**config.mk**
```make
export PLATFORM = sky130hd
export DESIGN_NAME = interface_packer
export DESIGN_NICKNAME = d
export VERILOG_FILES = /design/src/rtl/interface_pkg.sv /design/src/rtl/interface_packer_acc.sv /design/src/rtl/interface_packer.sv
export SDC_FILE = /design/constraint.sdc
export NUM_CORES = 1
export LEC_CHECK = 0
export CAP_MARGIN = 20
export CORE_MARGIN = 1
export CORE_UTILIZATION = 54
export CTS_CLUSTER_DIAMETER = 60
export DETAILED_ROUTE_END_ITERATION = 7
export GPL_ROUTABILITY_DRIVEN = 0
export HOLD_SLACK_MARGIN = 0.03
export PLACE_DENSITY = 0.84
export SYNTH_ARGS = -nofsm -noshare
export SYNTH_HDL_FRONTEND = slang
export SYNTH_SLANG_ARGS = --single-unit
```
**constraint.sdc**
```tcl
create_clock -name clk -period 4 [get_ports clk]
set_input_delay 0.8 -clock clk [delete_from_list [all_inputs] [get_ports clk]]
set_output_delay 0.8 -clock clk [all_outputs]
set_load 0.005 [all_outputs]
```
**src/rtl/interface_pkg.sv**
```systemverilog
// interface_pkg
// Shared constants for the 10-bit <-> 16-bit data interface gearbox.
// Used by the transmit-side packer (interface_packer) and by the
// receive-side unpacker, so both ends agree on widths and frame shape.
//   IN_W_DEFAULT       sample width (10)
//   OUT_W_DEFAULT      link word width (16)
//   SAMPLES_PER_FRAME  samples that exactly fill one frame (8)
//   WORDS_PER_FRAME    link words in one frame (5)
//   COUNT_W            width of the held-bit counter (0..25 -> 5 bits)
package interface_pkg;

  localparam int IN_W_DEFAULT      = 10;
  localparam int OUT_W_DEFAULT     = 16;
  localparam int SAMPLES_PER_FRAME = 8;
  localparam int WORDS_PER_FRAME   = 5;

  // The accumulator holds at most IN_W+OUT_W-1 bits, so the counter must
  // reach that value; IN_W+OUT_W values fit in clog2(IN_W+OUT_W) bits.
  function automatic int count_width(input int in_w, input int out_w);
    return $clog2(in_w + out_w);
  endfunction

  localparam int COUNT_W = count_width(IN_W_DEFAULT, OUT_W_DEFAULT);

endpackage

```
**src/rtl/interface_packer_acc.sv**
```systemverilog
// interface_packer_acc
// Accumulator register and bit counter of the 10->16 packer.
// Ports:
//   clk, rst    clock, synchronous active-high reset
//   accept      a sample is written into the accumulator this cycle
//   emit        the low OUT_W bits leave as a link word this cycle
//   pad         round a partial word up to OUT_W bits (zero padded)
//   in_data     sample to insert at bit position count
//   word        acc[OUT_W-1:0], the candidate output word
//   count       number of valid bits currently held
module interface_packer_acc
  import interface_pkg::*;
#(
  parameter int IN_W  = IN_W_DEFAULT,
  parameter int OUT_W = OUT_W_DEFAULT,
  parameter int ACC_W = IN_W + OUT_W - 1,
  parameter int CNT_W = count_width(IN_W, OUT_W)
) (
  input  logic             clk,
  input  logic             rst,
  input  logic             accept,
  input  logic             emit,
  input  logic             pad,
  input  logic [IN_W-1:0]  in_data,
  output logic [OUT_W-1:0] word,
  output logic [CNT_W-1:0] count
);

  logic [ACC_W-1:0] acc;
  logic [ACC_W-1:0] acc_shifted;
  logic [ACC_W-1:0] acc_next;
  logic [CNT_W-1:0] count_shifted;
  logic [CNT_W-1:0] count_next;

  assign word = acc[OUT_W-1:0];

  // Next accumulator state: the outgoing word is shifted out first, then the
  // new sample lands just above the bits that remain. Bits above count are
  // always zero, so OR-ing the shifted sample in is a clean insert. Padding
  // only moves the counter; the zero bits above the partial word become the pad.
  always_comb begin
    acc_shifted   = acc;
    count_shifted = count;
    if (emit) begin
      acc_shifted   = acc >> OUT_W;
      count_shifted = count - CNT_W'(OUT_W);
    end
    acc_next   = acc_shifted;
    count_next = count_shifted;
    if (accept) begin
      acc_next   = acc_shifted | (ACC_W'(in_data) << count_shifted);
      count_next = count_shifted + CNT_W'(IN_W);
    end else if (pad) begin
      count_next = CNT_W'(OUT_W);
    end
  end

  // State register; reset drops every held bit including a pending word.
  always_ff @(posedge clk) begin
    if (rst) begin
      acc   <= '0;
      count <= '0;
    end else begin
      acc   <= acc_next;
      count <= count_next;
    end
  end

endmodule

```
**src/rtl/interface_packer.sv**
```systemverilog
// interface_packer
// Transmit-side gearbox: packs 10-bit samples LSB-first into 16-bit link
// words (8 samples -> 5 words), valid/ready handshakes on both sides.
// Optional feature macro: INTERFACE_PACKER_FLUSH_EN adds the flush input,
// which zero-pads a partial word so it can be emitted.
// Ports:
//   clk, rst             clock, synchronous active-high reset
//   in_data/in_valid     sample stream in
//   in_ready             sample accepted when in_valid && in_ready
//   out_data/out_valid   packed word out (driven straight from registers)
//   out_ready            word consumed when out_valid && out_ready
//   empty                no bits held
//   flush                (INTERFACE_PACKER_FLUSH_EN only) pad and emit partial word
module interface_packer
  import interface_pkg::*;
#(
  parameter int IN_W  = IN_W_DEFAULT,
  parameter int OUT_W = OUT_W_DEFAULT
) (
  input  logic             clk,
  input  logic             rst,
  input  logic [IN_W-1:0]  in_data,
  input  logic             in_valid,
  output logic             in_ready,
  output logic [OUT_W-1:0] out_data,
  output logic             out_valid,
  input  logic             out_ready,
  output logic             empty
`ifdef INTERFACE_PACKER_FLUSH_EN
  ,
  input  logic             flush
`endif
);

  localparam int CNT_W = count_width(IN_W, OUT_W);

  logic [CNT_W-1:0] count;
  logic             accept;
  logic             emit;
  logic             pad;

  // Output side is a pure decode of the accumulator registers, so there is
  // no combinational path from the input handshake to out_data/out_valid.
  assign out_valid = (count >= CNT_W'(OUT_W));
  assign empty     = (count == '0);

`ifdef INTERFACE_PACKER_FLUSH_EN
  // Flush blocks new samples so the partial word cannot grow while it is
  // being padded; padding applies only when no full word is waiting.
  assign in_ready = !flush && (!out_valid || out_ready);
  assign pad      = flush && !empty && !out_valid;
`else
  assign in_ready = !out_valid || out_ready;
  assign pad      = 1'b0;
`endif

  assign accept = in_valid && in_ready;
  assign emit   = out_valid && out_ready;

  interface_packer_acc #(
    .IN_W  (IN_W),
    .OUT_W (OUT_W),
    .CNT_W (CNT_W)
  ) u_acc (
    .clk     (clk),
    .rst     (rst),
    .accept  (accept),
    .emit    (emit),
    .pad     (pad),
    .in_data (in_data),
    .word    (out_data),
    .count   (count)
  );

endmodule

```
Word-level counts from Yosys, hierarchy flattened:

Index checks and enable logic that the tools add are counted.
Widths: inputs -> output; s select.

* add/sub/neg operators: 2
* magnitude comparators: 1
* shifts and indexed selects: 1
* multiplexer cells: 4
* bitwise logic cells: 1
* reductions and logical operators: 5

Operators by type and width (number)
* $mux 25: 2
* $or 25x25->25: 1
* $shl 10x5->25: 1
* $mux 5: 2
* $add 5x4->5 const B: 1
* $ge 5x5->1 const B: 1
* $logic_not 5->1: 1
* $sub 5x5->5 const B: 1
* $logic_and 1x1->1: 2
* $logic_not 1->1: 1
* $logic_or 1x1->1: 1

* register bits after elaboration: 30
* input bits: 14
* word-level logic and storage cells: 16

Logic depth before layout (Yosys ltp):

* word-level depth: 6
* depth in mapped cells: 6
* mapped depth without buffers: 5

Cells and area by module:

Synthesis repeated with hierarchy kept, for this count alone.

* cells, all modules: 217
* area, all modules: 1824.2 µm²

Modules (own cells, without submodules)
* interface_packer_acc: instances 1, cells each 210, area each 1778.0 µm², seq. area each 580.6 µm²
* interface_packer: instances 1, cells each 7, area each 46.3 µm², seq. area each 0.0 µm²

Least setup slack after synthesis:

Ideal clock, no wire load.

* path type: in2out
* start point: in out_ready
* end point: out in_ready
* arrival time: 1.132 ns
* slack: 2.068 ns
* stages on the path: 3
* buffers on the path: 1
* cells stage by stage: nor2b_1 > clkbuf_4 > inv_1

* longest elaborated chain between the ends: 1

Ends and longest elaborated chain
* from (decl): RTL line interface_packer.sv:27 `input logic out_ready,`
* $logic_or 1x1->1: RTL line interface_packer.sv:53 `assign in_ready = !out_valid || out_ready;`
* to (decl): RTL line interface_packer.sv:24 `output logic in_ready,`

Every way passes these cells.

Worst setup path in the final report:

Ends and elaborated chain as after synthesis.

==> flow_summary.json <==
{
  "cts_setup_buffers": 0,
  "netlist_instances": 190,
  "ioPinCount": 33,
  "avgSynthCellArea_um2": 8.24,
  "grt_pass1_vias": 1286,
  "grt_pass1_wl_mm": 5.92,
  "syn_area_um2": 1570,
  "drt_iter0_markers": 72,
  "seq_power_share_pct": 46.2,
  "fin_skew_ns": 0.00386,
  "required_ns": 3.20,
  "grt_usage_pct": 24.6,
  "timing.setup.tns_ns": 0,
  "setup_slack_ns": 0.864,
  "initial_core_util_pct": 56.8,
  "max_cap_violations": 0,
  "fp.dieH_um": 55.8,
  "synth_edf_count": 0,
  "met3_length_um": 243,
  "vdd_drop_max_mv": 0.295,
  "drc_errors": 0,
  "place_area_um2": 1730,
  "synth_ff_type": "dfxtp_1",
  "met1_length_mm": 1.52,
  "final_hold_viol_count": 0,
  "final_layout_size_suffix_gt1_share_pct": 8.37,
  "pre_cts_ws_ns": 0.877,
  "arrival_ns": 2.34,
  "grt_start_max_net_pins": 26,
  "die_w_um": 55.8,
  "dr.pass1.iters": 5,
  "root_buffer": "clkbuf_4",
  "status": "completed",
  "diodes": 0,
  "cts_max_path_buffers": 2,
  "critPathKind": "in -> out",
  "synth.distinct_cells": 42,
  "comb_power_share_pct": 24.4,
  "r2r_slack_ns": 2.15,
  "viasPerCell": 5.91,
  "hold_class": "reg -> reg",
  "end_kind": "output port",
  "switchingPower_mw": 0.213,
  "cellLeakagePower_nw": 0.693,
  "rsz0062_at_grt": "no",
  "synth_seq_cells": 29,
  "routed_wl_mm": 3.52,
  "clk_pin_slew_ns": 0.09,
  "rows": 19,
  "antenna_found_initial": 0,
  "worstPathMaxFanout": 8,
  "regToRegEndpoint": "u_acc.acc[8]$_SDFF_PP0_",
  "final_common_cell": "nand2_1",
  "syn_nets": 206,
  "tightest_slew_ns": 0.905,
  "num-fill-cells": 234,
  "antenna_left": 0,
  "cts_buffers": 5,
  "startpoint_type": "input port",
  "clockPowerShare_pct": 29.4,
  "switching_share_pct": 29.7,
  "post_cts_resized": 0,
  "h-tree-depth": 2,
  "synthArstFlopShare_pct": 0,
  "max_clock_freq_mhz": 319,
  "dr_wl_met2_mm": 1.62,
  "routed.top_layer": "met4",
  "cts.sinks": 29,
  "hold_buffers": 0,
  "final.min_clock_period_ns": 3.14,
  "dieArea_um2": 3120,
  "overflow": 0,
  "cts_tree": "built",
  "worst-r2r-cell-count": 4,
  "area_delta_synth_final_pct": 15.1,
  "netlist.area_leader.share_pct": 37.1,
  "final_cell_mix": "nand2_1, clkdlybuf4s50_1, dfxtp_1, nor2_1, a22oi_1",
  "design_area_um2": 1800,
  "rr_startpoint": "u_acc.count[2]$_SDFFE_PP0P_",
  "period_share_pct": 78.4,
  "yosysWarnings": 0,
  "cp-startpoint": "out_ready",
  "endpoint": "in_ready",
  "ys_seq_area_share_pct": 37.1,
  "portBuffers": 32,
  "post_drt_wl_per_cell_um": 15.1,
  "max_slew_margin_pct": 39.4,
  "yosysTopAreaCell": "dfxtp_1",
  "final_nets": 218,
  "intPower_mw": 0.505,
  "dp_hpwl_mm": 2.59,
  "synth_area_leaders": "dfxtp_1, nand2_1, buf_4, mux2i_1, a22oi_1",
  "finalMaxSlewViolations": 0,
  "vias": 1384,
  "p_per_area_nw_per_um2": 398,
  "clk_latency_ns": 0.34,
  "core_area_um2": 2760,
  "setup-violations-final": 0
}
flip-flops by register name (all words and copies together), names as in the netlist:
register     cells
u_acc.acc       25
u_acc.count      4
area by class of cell:
cell class,count,area (um^2),share of cell area (%)
inverters,3,11.3,0.625
well taps,31,38.8,2.15
multi-input cells,130,773,42.9
repair buffers,33,328,18.2
clock inverters,1,5.00,0.278
flip-flops and latches,29,581,32.2
clock buffers,7,65.1,3.61
worst max-delay path, stage by stage:
cell and delay, ns:
clkdlybuf4s50_1 0.43, nor2b_1 0.45, inv_1 0.17, clkdlybuf4s50_1 0.48
worst min path at each step:
stage	from	to	slack [ns]	cells after the start
6_report	u_acc.acc[11]$_SDFF_PP0_	u_acc.acc[11]$_SDFF_PP0_	0.44	2
4_1_cts	u_acc.acc[10]$_SDFF_PP0_	u_acc.acc[10]$_SDFF_PP0_	0.45	2
3_5_place_dp	u_acc.acc[10]$_SDFF_PP0_	u_acc.acc[10]$_SDFF_PP0_	0.43	2
5_1_grt	u_acc.acc[10]$_SDFF_PP0_	u_acc.acc[10]$_SDFF_PP0_	0.46	2
3_3_place_gp	u_acc.acc[12]$_SDFF_PP0_	u_acc.acc[12]$_SDFF_PP0_	0.43	2
2_1_floorplan	u_acc.acc[10]$_SDFF_PP0_	u_acc.acc[10]$_SDFF_PP0_	0.42	2
per-layer routing:
metal  GRT usage (%)  vias up
li1                -      663
met1            30.0      638
met2            39.1       68
met3            7.67       15
met4            12.9        0
met5               0        -
power by group through the flow:
stage	logic [mW]	clock network, mW	registers (mW)
final	0.175	0.211	0.332
after floorplan	0.129	0	0.330
after CTS	0.173	0.213	0.332
after global routing	0.191	0.225	0.335
after detailed placement	0.172	0	0.338
after global placement	0.168	0	0.337
kinds of logic (layout without fill, tap and decap cells):
kind of cell / after synthesis / after routing / synth area share, %
muxes: 10 / 10 / 6.79
AOI/OAI and AO/OA: 39 / 39 / 17.3
xor gates and xnor gates: 2 / 2 / 1.12
adders and majority gates: 2 / 2 / 1.60
DFF: 29 / 29 / 37.1
and+or+nand+nor: 77 / 77 / 22.6
buffers and inverters: 31 / 44 / 13.5
cell usage after synthesis, types with 3 or more instances:
| cell type | count |
|---|---|
| a21oi_1 | 3 |
| a22oi_1 | 10 |
| a31oi_1 | 7 |
| buf_4 | 17 |
| clkbuf_1 | 5 |
| dfxtp_1 | 29 |
| inv_1 | 3 |
| mux2i_1 | 8 |
| nand2_1 | 37 |
| nand3_1 | 3 |
| nand3b_1 | 3 |
| nor2_1 | 18 |
| o21ai_0 | 6 |
| o22ai_1 | 3 |
through the flow:
stage / util (%) / hold slack, ns / instances / power [mW]
after floorplan: - / 0.417 / 190 / 0.459
after global placement: 62.8 / 0.425 / 226 / 0.504
after detailed placement: 62.8 / 0.432 / 226 / 0.510
after CTS: 65.3 / 0.448 / 234 / 0.718
after global routing: 65.3 / 0.463 / 234 / 0.751
final: 65.3 / 0.444 / 234 / 0.718
No activity file was read; power rests on OpenSTA's default activity.
